File: config.mk
export PLATFORM = sky130hd
export DESIGN_NAME = popcnt_arbiter
export DESIGN_NICKNAME = d
export VERILOG_FILES = /design/src/rtl/popcnt_pkg.sv /design/src/rtl/bit_cntr.sv /design/src/rtl/popcnt_fifo.sv /design/src/rtl/popcnt_arbiter.sv
export SDC_FILE = /design/constraint.sdc
export NUM_CORES = 1
export LEC_CHECK = 0
export CORE_MARGIN = 8
export CORE_UTILIZATION = 40
export CTS_BUF_LIST = sky130_fd_sc_hd__clkbuf_2 sky130_fd_sc_hd__clkbuf_4 sky130_fd_sc_hd__clkbuf_8
export CTS_CLUSTER_DIAMETER = 50
export DETAILED_ROUTE_END_ITERATION = 10
export PLACE_DENSITY = 0.66
export SYNTH_ARGS = -nofsm -noshare
export SYNTH_HDL_FRONTEND = slang
export SYNTH_SLANG_ARGS = --single-unit
File: constraint.sdc
create_clock -name clk -period 5.54 [get_ports clk]
set_input_delay 0.554 -clock clk [delete_from_list [all_inputs] [get_ports clk]]
set_output_delay 0.554 -clock clk [all_outputs]
set_load 0.02 [all_outputs]
File: src/rtl/popcnt_pkg.sv
// Shared widths and helpers for the popcount arbiter slice.
package popcnt_pkg;

  localparam int TAG_WIDTH = 1;
  typedef logic [TAG_WIDTH-1:0] tag_t;

  function automatic int sum_width(input int vector_width);
    return $clog2(vector_width + 1);
  endfunction

  // Wide enough that FIFO_DEPTH - occupancy - in-flight + pop never aliases.
  function automatic int cred_width(input int depth, input int latency);
    return $clog2(depth + latency + 2);
  endfunction

endpackage

File: src/rtl/bit_cntr.sv
// Pipelined population counter: per-granule counts, then a total, then the output register.
module bit_cntr #(
  parameter int VECTOR_WIDTH  = 50,
  parameter int GRANULE_WIDTH = 6,
  localparam int SUM_WIDTH    = $clog2(VECTOR_WIDTH + 1)
) (
  input  logic                    clk,
  input  logic                    rst_n,
  input  logic [VECTOR_WIDTH-1:0] i_Vector,
  output logic [SUM_WIDTH-1:0]    o_Sum
);

  localparam int NUM_G  = (VECTOR_WIDTH + GRANULE_WIDTH - 1) / GRANULE_WIDTH;
  localparam int PAD_W  = NUM_G * GRANULE_WIDTH;
  localparam int GCNT_W = $clog2(GRANULE_WIDTH + 1);

  logic [PAD_W-1:0]     vec_pad_s;
  logic [GCNT_W-1:0]    gcnt_d [NUM_G];
  logic [GCNT_W-1:0]    gcnt_q [NUM_G];
  logic [SUM_WIDTH-1:0] total_d;
  logic [SUM_WIDTH-1:0] total_q;
  logic [SUM_WIDTH-1:0] sum_q;

  assign vec_pad_s = PAD_W'(i_Vector);

  always_comb begin
    for (int g = 0; g < NUM_G; g++) begin
      gcnt_d[g] = '0;
      for (int b = 0; b < GRANULE_WIDTH; b++) begin
        gcnt_d[g] = gcnt_d[g] + GCNT_W'(vec_pad_s[g*GRANULE_WIDTH + b]);
      end
    end
  end

  always_comb begin
    total_d = '0;
    for (int g = 0; g < NUM_G; g++) begin
      total_d = total_d + SUM_WIDTH'(gcnt_q[g]);
    end
  end

  // Three register stages give the fixed three-cycle latency.
  always_ff @(posedge clk or negedge rst_n) begin
    if (!rst_n) begin
      for (int g = 0; g < NUM_G; g++) begin
        gcnt_q[g] <= '0;
      end
      total_q <= '0;
      sum_q   <= '0;
    end else begin
      for (int g = 0; g < NUM_G; g++) begin
        gcnt_q[g] <= gcnt_d[g];
      end
      total_q <= total_d;
      sum_q   <= total_q;
    end
  end

  assign o_Sum = sum_q;

endmodule

File: src/rtl/popcnt_fifo.sv
// First-word-fall-through result buffer with wrapping pointers and an occupancy counter.
module popcnt_fifo #(
  parameter int DEPTH      = 4,
  parameter int DATA_WIDTH = 7,
  localparam int PTR_W     = $clog2(DEPTH),
  localparam int CNT_W     = $clog2(DEPTH + 1)
) (
  input  logic                  clk,
  input  logic                  rst,
  input  logic                  i_Push,
  input  logic [DATA_WIDTH-1:0] i_Data,
  input  logic                  i_Pop,
  output logic [DATA_WIDTH-1:0] o_Data,
  output logic                  o_Empty,
  output logic [CNT_W-1:0]      o_Count
);

  logic [DATA_WIDTH-1:0] mem_q [DEPTH];
  logic [PTR_W-1:0]      wr_ptr_q, wr_ptr_d;
  logic [PTR_W-1:0]      rd_ptr_q, rd_ptr_d;
  logic [CNT_W-1:0]      count_q, count_d;
  logic                  pop_s;

  assign pop_s = i_Pop & (count_q != '0);

  always_comb begin
    wr_ptr_d = wr_ptr_q;
    rd_ptr_d = rd_ptr_q;
    count_d  = count_q;
    if (i_Push) begin
      wr_ptr_d = wr_ptr_q + PTR_W'(1);
    end else begin
      wr_ptr_d = wr_ptr_q;
    end
    if (pop_s) begin
      rd_ptr_d = rd_ptr_q + PTR_W'(1);
    end else begin
      rd_ptr_d = rd_ptr_q;
    end
    case ({i_Push, pop_s})
      2'b10:   count_d = count_q + CNT_W'(1);
      2'b01:   count_d = count_q - CNT_W'(1);
      default: count_d = count_q;
    endcase
  end

  always_ff @(posedge clk) begin
    if (rst) begin
      wr_ptr_q <= '0;
      rd_ptr_q <= '0;
      count_q  <= '0;
      for (int i = 0; i < DEPTH; i++) begin
        mem_q[i] <= '0;
      end
    end else begin
      wr_ptr_q <= wr_ptr_d;
      rd_ptr_q <= rd_ptr_d;
      count_q  <= count_d;
      if (i_Push) begin
        mem_q[wr_ptr_q] <= i_Data;
      end
    end
  end

  assign o_Data  = mem_q[rd_ptr_q];
  assign o_Empty = (count_q == '0);
  assign o_Count = count_q;

endmodule

File: src/rtl/popcnt_arbiter.sv
// Two-requester round-robin front end to a pipelined bit counter, with a
// credit-limited in-order result FIFO.
module popcnt_arbiter
  import popcnt_pkg::*;
#(
  parameter int VECTOR_WIDTH  = 50,
  parameter int GRANULE_WIDTH = 6,
  parameter int CNT_LATENCY   = 3,
  parameter int FIFO_DEPTH    = 4,
  localparam int SUM_WIDTH    = sum_width(VECTOR_WIDTH)
) (
  input  logic                    clk,
  input  logic                    rst,
  input  logic [VECTOR_WIDTH-1:0] i_Req0_Vector,
  input  logic                    i_Req0_Valid,
  output logic                    o_Req0_Ready,
  input  logic [VECTOR_WIDTH-1:0] i_Req1_Vector,
  input  logic                    i_Req1_Valid,
  output logic                    o_Req1_Ready,
  output logic [SUM_WIDTH-1:0]    o_Sum,
  output logic                    o_Tag,
  output logic                    o_Valid,
  input  logic                    i_Ready
);

  localparam int CRED_WIDTH = cred_width(FIFO_DEPTH, CNT_LATENCY);
  localparam int FLIGHT_W   = $clog2(CNT_LATENCY + 1);
  localparam int OCC_W      = $clog2(FIFO_DEPTH + 1);
  localparam int ENTRY_W    = TAG_WIDTH + SUM_WIDTH;

  logic                    prio_q, prio_d;
  logic [CNT_LATENCY-1:0]  vld_q, vld_d;
  tag_t                    tag_q [CNT_LATENCY];
  tag_t                    tag_d [CNT_LATENCY];
  logic [FLIGHT_W-1:0]     inflight_s;
  logic [CRED_WIDTH-1:0]   credits_s;
  logic                    issue_ok_s, gnt0_s, gnt1_s, pop_s, fifo_empty_s;
  logic [VECTOR_WIDTH-1:0] cnt_in_s;
  logic [SUM_WIDTH-1:0]    cnt_sum_s;
  logic [OCC_W-1:0]        occ_s;
  logic [ENTRY_W-1:0]      fifo_head_s;

  always_comb begin
    inflight_s = '0;
    for (int i = 0; i < CNT_LATENCY; i++) begin
      inflight_s = inflight_s + FLIGHT_W'(vld_q[i]);
    end
  end

  // A pop this cycle frees a slot at the same edge, which keeps full throughput.
  assign pop_s      = ~rst & ~fifo_empty_s & i_Ready;
  assign credits_s  = CRED_WIDTH'(FIFO_DEPTH) - CRED_WIDTH'(occ_s)
                    - CRED_WIDTH'(inflight_s) + CRED_WIDTH'(pop_s);
  assign issue_ok_s = ~rst & (credits_s != '0);
  assign gnt0_s     = issue_ok_s & i_Req0_Valid & (~i_Req1_Valid | ~prio_q);
  assign gnt1_s     = issue_ok_s & i_Req1_Valid & (~i_Req0_Valid | prio_q);
  assign o_Req0_Ready = gnt0_s;
  assign o_Req1_Ready = gnt1_s;

  always_comb begin
    cnt_in_s = '0;
    prio_d   = prio_q;
    if (gnt0_s) begin
      cnt_in_s = i_Req0_Vector;
      prio_d   = 1'b1;
    end else if (gnt1_s) begin
      cnt_in_s = i_Req1_Vector;
      prio_d   = 1'b0;
    end else begin
      cnt_in_s = '0;
      prio_d   = prio_q;
    end
    vld_d    = {vld_q[CNT_LATENCY-2:0], gnt0_s | gnt1_s};
    tag_d[0] = gnt1_s ? tag_t'(1'b1) : tag_t'(1'b0);
    for (int i = 1; i < CNT_LATENCY; i++) begin
      tag_d[i] = tag_q[i-1];
    end
  end

  always_ff @(posedge clk) begin
    if (rst) begin
      prio_q <= 1'b0;
      vld_q  <= '0;
      for (int i = 0; i < CNT_LATENCY; i++) begin
        tag_q[i] <= '0;
      end
    end else begin
      prio_q <= prio_d;
      vld_q  <= vld_d;
      for (int i = 0; i < CNT_LATENCY; i++) begin
        tag_q[i] <= tag_d[i];
      end
    end
  end

  bit_cntr #(
    .VECTOR_WIDTH  (VECTOR_WIDTH),
    .GRANULE_WIDTH (GRANULE_WIDTH)
  ) u_bit_cntr (
    .clk      (clk),
    .rst_n    (~rst),
    .i_Vector (cnt_in_s),
    .o_Sum    (cnt_sum_s)
  );

  popcnt_fifo #(
    .DEPTH      (FIFO_DEPTH),
    .DATA_WIDTH (ENTRY_W)
  ) u_fifo (
    .clk     (clk),
    .rst     (rst),
    .i_Push  (vld_q[CNT_LATENCY-1]),
    .i_Data  ({tag_q[CNT_LATENCY-1], cnt_sum_s}),
    .i_Pop   (pop_s),
    .o_Data  (fifo_head_s),
    .o_Empty (fifo_empty_s),
    .o_Count (occ_s)
  );

  assign o_Valid = ~rst & ~fifo_empty_s;
  assign o_Sum   = o_Valid ? fifo_head_s[SUM_WIDTH-1:0] : '0;
  assign o_Tag   = o_Valid ? fifo_head_s[ENTRY_W-1] : 1'b0;

endmodule

======== Yosys cells after proc, flatten, opt, wreduce, memory -nomap -nowiden ========
Memory sizes are Yosys's and may differ from the RTL's. A register that Yosys moved wholly into a read port is not among the register bits.
Index checks and enable logic that the tools add are counted.
storage, ports and cells
  bits in read-only memories .............. 0
  register bits after elaboration ......... 50
  output and inout bits ................... 10
  memory bits (writable) .................. 31
  latch bits .............................. 0
  memories kept ........................... 2
  input bits .............................. 105
  word-level logic and storage cells ...... 125
operators by class
  add/subtract/negate cells ............... 58
  shift operators ......................... 0
  $lt $le $gt $ge ......................... 0
  multipliers ............................. 0
  div/mod/pow operators ................... 0
  mux-type cells .......................... 22
  bitwise operators ....................... 19
  equality and inequality tests ........... 2
  reduce and logical (&&, ||, !) cells .... 6
memories
  memory        depth  bits a word  rd ports  clocked after Yosys merged registers in  wr ports  RTL line              source
  u_fifo.mem_q  4      7            1         1                                        4         popcnt_fifo.sv:18     logic [DATA_WIDTH-1:0] mem_q [DEPTH];
  tag_q         3      1            3         0                                        3         popcnt_arbiter.sv:33  tag_t tag_q [CNT_LATENCY];
operators with widths
  operator               number
  $mux W50               2
  $add A3 B1 Y3          32
  $add A6 B3 Y6          7
  $add A1 B1 Y2          10
  $mux W1                14
  $and A1 B1 Y1          8
  $mux W7                1
  $reduce_or A7 Y1       1
  $mux W2                3
  $mux W6                1
  $or A1 B1 Y1           6
  $pmux W3 S2            1
  $not A1 Y1             5
  $add A2 B1 Y2 const B  2
  $add A3 B3 Y4          1
  $add A4 B1 Y4          1
  $reduce_bool A2 Y1     2
  $reduce_bool A4 Y1     1
  $sub A3 B3 Y4 const A  1
  $sub A4 B2 Y4          1
  $add A3 B1 Y3 const B  1
  $logic_not A3 Y1       1
  $reduce_bool A3 Y1     1
  $sub A3 B1 Y3 const B  1
  other kinds (3)        3

======== Depth between registers and ports, before layout ========
  depth after elaboration ................. 16
  mapped depth ............................ 22
  depth with buffers taken out ............ 20

======== Modules after synthesis ========
Synthesis repeated with hierarchy kept, for this count alone.
second synthesis, totals
  cells, all modules ...................... 532
  area, all modules ....................... 5764.3 sq um
by module, submodules not included
  module          sequential area each (sq um)  cells an instance  area an instance (sq um)  instances
  bit_cntr        950.9                         175                2293.4                    1
  popcnt_arbiter  140.1                         236                1875.5                    1
  popcnt_fifo     1021.0                        121                1595.3                    1

======== Least setup slack after synthesis ========
Ideal clock, no wire load.
  path kind ............................... register to register
  start ................................... register vld_q[2]
  end ..................................... register u_bit_cntr.gcnt_q[10] in the netlist's numbering
  buffers on the path ..................... 2
  library setup time ...................... 0.064 ns
  data required time ...................... 5.476 ns
  slack ................................... 0.640 ns
  stages on the path, launching flop included .. 23
  data arrival time ....................... 4.836 ns
  period minus slack after synthesis ...... 4.900 ns
  cell sequence ........................... dfxtp_1 clkbuf_1 inv_1 fa_1 inv_1 ha_1 inv_1 ha_1 ha_1 fa_1 xnor2_1 or4_4 nand2_8 clkbuf_8 a21oi_1 ha_1 inv_1 fa_1 inv_1 fa_1 inv_1 fa_1 inv_1
RTL lines
  what                           RTL line              source
  start, declared                popcnt_arbiter.sv:32  logic [CNT_LATENCY-1:0] vld_q, vld_d;
  start signal, assigned         popcnt_arbiter.sv:89  vld_q <= vld_d;
  end signal, assigned by index  bit_cntr.sv:52        gcnt_q[g] <= gcnt_d[g];
  end, declared                  bit_cntr.sv:19        logic [GCNT_W-1:0] gcnt_q [NUM_G];

==> impl_metrics.csv <==
group,metric,value,unit
logic_synthesis,synth_area_leaders,"dfrtp_1 (18%), fa_1 (16%), edfxtp_1 (16%)",
timing,rsz0062_at_grt,"false",
floorplan,start_util,40.7,%
floorplan,rows,42,
cts,postCtsHoldBufs,0,
critical_path,r2r-start,"vld_q[2]$_SDFF_PP0_",
cts,cts_setup_buffers,0,
cts,ctsRootBufferMaster,"clkbuf_8",
power,switching_share,39.4,%
logic_synthesis,yosys.cell_types.count,35,
placement,gp_congestion,0.810,
power,intPower,1.64,mW
critical_path,crit_family,"adder cells",
final_layout,antenna_cells,0,
global_route,grt_pass1_vias,4225,
routing,routed_wl,11.8,mm
power,power_density,400,mW/mm²
critical_path,cp_max_fo,54,
logic_synthesis,ys_seq_area_share,39.5,%
timing,tns,0,ns
logic_synthesis,ys_async_sr_fraction,46.3,%
power,ir_drop,0.317,mV
critical_path,critPathKind,"reg2reg",
floorplan,die_w,132,µm
timing,hold_viol,0,
logic_synthesis,syn_nets,698,
routing,wire_per_inst,14.7,µm
critical_path,cp_num_buf_inv,5,
global_route,grt_start_max_net_pins,55,
timing,hold_ws,0.351,ns
floorplan,core,0.0131,mm²
hold_path,hold_path_class,"reg2reg",
logic_synthesis,yosys_register_bits,82,
timing,finalMaxSlewViolations,0,
logic_synthesis,synth.most_common_cell,"inv_1",
routing,drt_pass1_iterations,4,
flow_run,drv_cap,0,
critical_path,slowest_stage,"fa_1",
run_status,status,"complete, no violations",
cts,h-tree-depth,3,
logic_synthesis,synth_edf_count,28,
timing,max_slew.worst_pin.slew,0.967,ns
critical_path,ff2ff_path_depth,18,
timing,finClkSkew,0.00627,ns
global_route,grt_pass1_wl,19.5,mm
critical_path,crit_chain,"inv_1 -> fa_1 -> ha_1 -> ha_1 -> ha_1 -> fa_1 -> xnor2_1 -> or4_4 -> nand2_8 -> a21oi_1 -> ha_1 -> inv_1 -> fa_1 -> inv_1 -> fa_1 -> inv_1 -> fa_1 -> inv_1",
global_route,grt.overflow.total,0,
timing,fin_crit,5.16,ns
floorplan,boundaryPins,115,
placement,dp.cells,790,
routing,drc,0,
logic_synthesis,netlist.area_leader.share,17.8,%
timing,fmax,0.194,GHz
timing,finalCritPeriodShare,93.1,%
routing,drt_iter0_drc,173,
critical_path,end_kind,"flip-flop",
power,switchingPower,1.07,mW
placement,dp_hpwl,9.63,mm
global_route,track_usage,13.8,%
timing,setup_viol,0,
logic_synthesis,netlist_instances,522,
cts,cts.clk_slew.worst_paths,0.08,ns
placement,io_buffer_count,114,
cts,clkSinkCount,82,
power,pwr-share-comb,54.1,%
critical_path,reg2reg_to,"u_bit_cntr.gcnt_q[19]$_DFF_PP0_",
logic_synthesis,synth_top_area_cell,"dfrtp_1",
power,leakage,2.97,nW
critical_path,endpoint,"u_bit_cntr.gcnt_q[19]$_DFF_PP0_",
routing,vias_per_cell,4.71,
final_layout,drive_gt1_share,6.03,%
final_layout,fill_cells,1213,
critical_path,arrival,5.44,ns
cts,cts_tree,"yes",
critical_path,critPathLaunch,"vld_q[2]$_SDFF_PP0_",
routing,ant_nets,0,
critical_path,critPathRequiredTime,5.82,ns
logic_synthesis,yosysWarnings,0,
critical_path,worst-path-stages,18,
final_layout,fin_cells,806,
power,pwr-share-clk,15.6,%
floorplan,fp.dieH,132,µm
cts,clk_path_buf_depth,2,
critical_path,ff2ff_setup_slack,0.38,ns
logic_synthesis,synth.avg_cell_area,10.3,µm²
floorplan,die_area,0.0173,mm²
cts,numCtsBuffers,9,
logic_synthesis,synth_area,0.00535,mm²
critical_path,cp-start-kind,"flip-flop",
timing,relSlewSlack,35.3,%
logic_synthesis,synth.top_cells.by_count,"inv_1 (90), nand2_1 (53), nand3_1 (51)",
logic_synthesis,synth-main-ff-cell,"dfrtp_1",
global_route,antenna_found_initial,0,
final_layout,area_growth,26.4,%
power,seqPwrFrac,30.3,%
cts,cts-resized-gates,0,
critical_path,cpPeakStageDelay,0.53,ns
routing,vias,3793,
cts,clk-insertion-delay-late,0.34,ns
final_layout,nets,801,
-- worst min path at each step --
| stage | start | slack, ns | to | depth (start not counted) |
|---|---|---|---|---|
| after global placement | u_bit_cntr.total_q[3]$_DFF_PP0_ | 0.33 | u_bit_cntr.o_Sum[3]$_DFF_PP0_ | 0 |
| after floorplan | u_bit_cntr.total_q[0]$_DFF_PP0_ | 0.33 | u_bit_cntr.o_Sum[0]$_DFF_PP0_ | 0 |
| final | u_bit_cntr.total_q[3]$_DFF_PP0_ | 0.35 | u_bit_cntr.o_Sum[3]$_DFF_PP0_ | 0 |
| after detailed placement | u_bit_cntr.total_q[2]$_DFF_PP0_ | 0.33 | u_bit_cntr.o_Sum[2]$_DFF_PP0_ | 0 |
| after CTS | u_bit_cntr.total_q[3]$_DFF_PP0_ | 0.35 | u_bit_cntr.o_Sum[3]$_DFF_PP0_ | 0 |
| after global routing | u_bit_cntr.total_q[0]$_DFF_PP0_ | 0.36 | u_bit_cntr.o_Sum[0]$_DFF_PP0_ | 0 |
-- routing by layer --
metal | vias up | GRT usage, % | part of all wire, %
li1 | 1870 | - | -
met1 | 1792 | 15.3 | 42
met2 | 120 | 24.0 | 49
met3 | 11 | 5.49 | 8.1
met4 | 0 | 3.83 | 1.2
met5 | - | 0 | 0
-- power groups by stage --
stage	Sequential, mW	Clock (mW)	Combinational, mW
final	0.820	0.421	1.46
after global routing	0.834	0.459	1.72
after CTS	0.822	0.437	1.51
after detailed placement	0.835	0	1.49
after global placement	0.831	0	1.38
after floorplan	0.812	0	1.14
-- registers in the layout, summed over array words and instances, names as in the netlist, named ones only --
register            cells
u_fifo.rd_ptr_q         2
u_fifo.o_Count          3
tag_q                   3
u_fifo.mem_q           28
vld_q                   3
u_fifo.wr_ptr_q         2
u_bit_cntr.o_Sum        6
prio_q                  1
u_bit_cntr.gcnt_q      26
u_bit_cntr.total_q      6
-- through the flow --
| stage | area, µm² | power, mW | util, % | worst slack, ns |
|---|---|---|---|---|
| after floorplan | 5350 | 1.95 | - | 0.640 |
| after global placement | 6570 | 2.21 | 50.0 | 0.450 |
| after detailed placement | 6570 | 2.33 | 50.0 | 0.331 |
| after CTS | 6770 | 2.77 | 51.5 | 0.317 |
| after global routing | 6770 | 3.02 | 51.5 | 0.0706 |
| final | 6770 | 2.70 | 51.5 | 0.383 |
-- logic make-up after synthesis --
family / count (synthesis) / share of synthesized area, %
AO/OA/AOI/OAI: 63 / 7.25
XOR/XNOR: 11 / 1.80
adder cells (fa/ha/maj): 71 / 22.8
buffers and inverters: 118 / 9.84
flip-flops: 82 / 39.5
multiplexers: 7 / 2.95
AND/OR/NAND/NOR: 170 / 15.9
-- area by class of cell --
type,count,area [µm²],area share [%]
clock buffers,10,131,1.94
multi-input cells,322,2710,40.1
repair buffers,120,1190,17.5
well taps,176,220,3.25
clock inverters,6,66.3,0.980
flip-flops and latches,82,2110,31.2
inverters,90,338,4.99
-- placed cells by master, fill, tap and decap left out, drive strengths merged, types with 27 or more instances in the layout --
master           n
dfrtp           38
inv             90
edfxtp          28
fa              44
nand3           51
and2            28
a21oi           39
nand2           54
ha              27
clkdlybuf4s50  114
(Power assumes the default switching activity.)
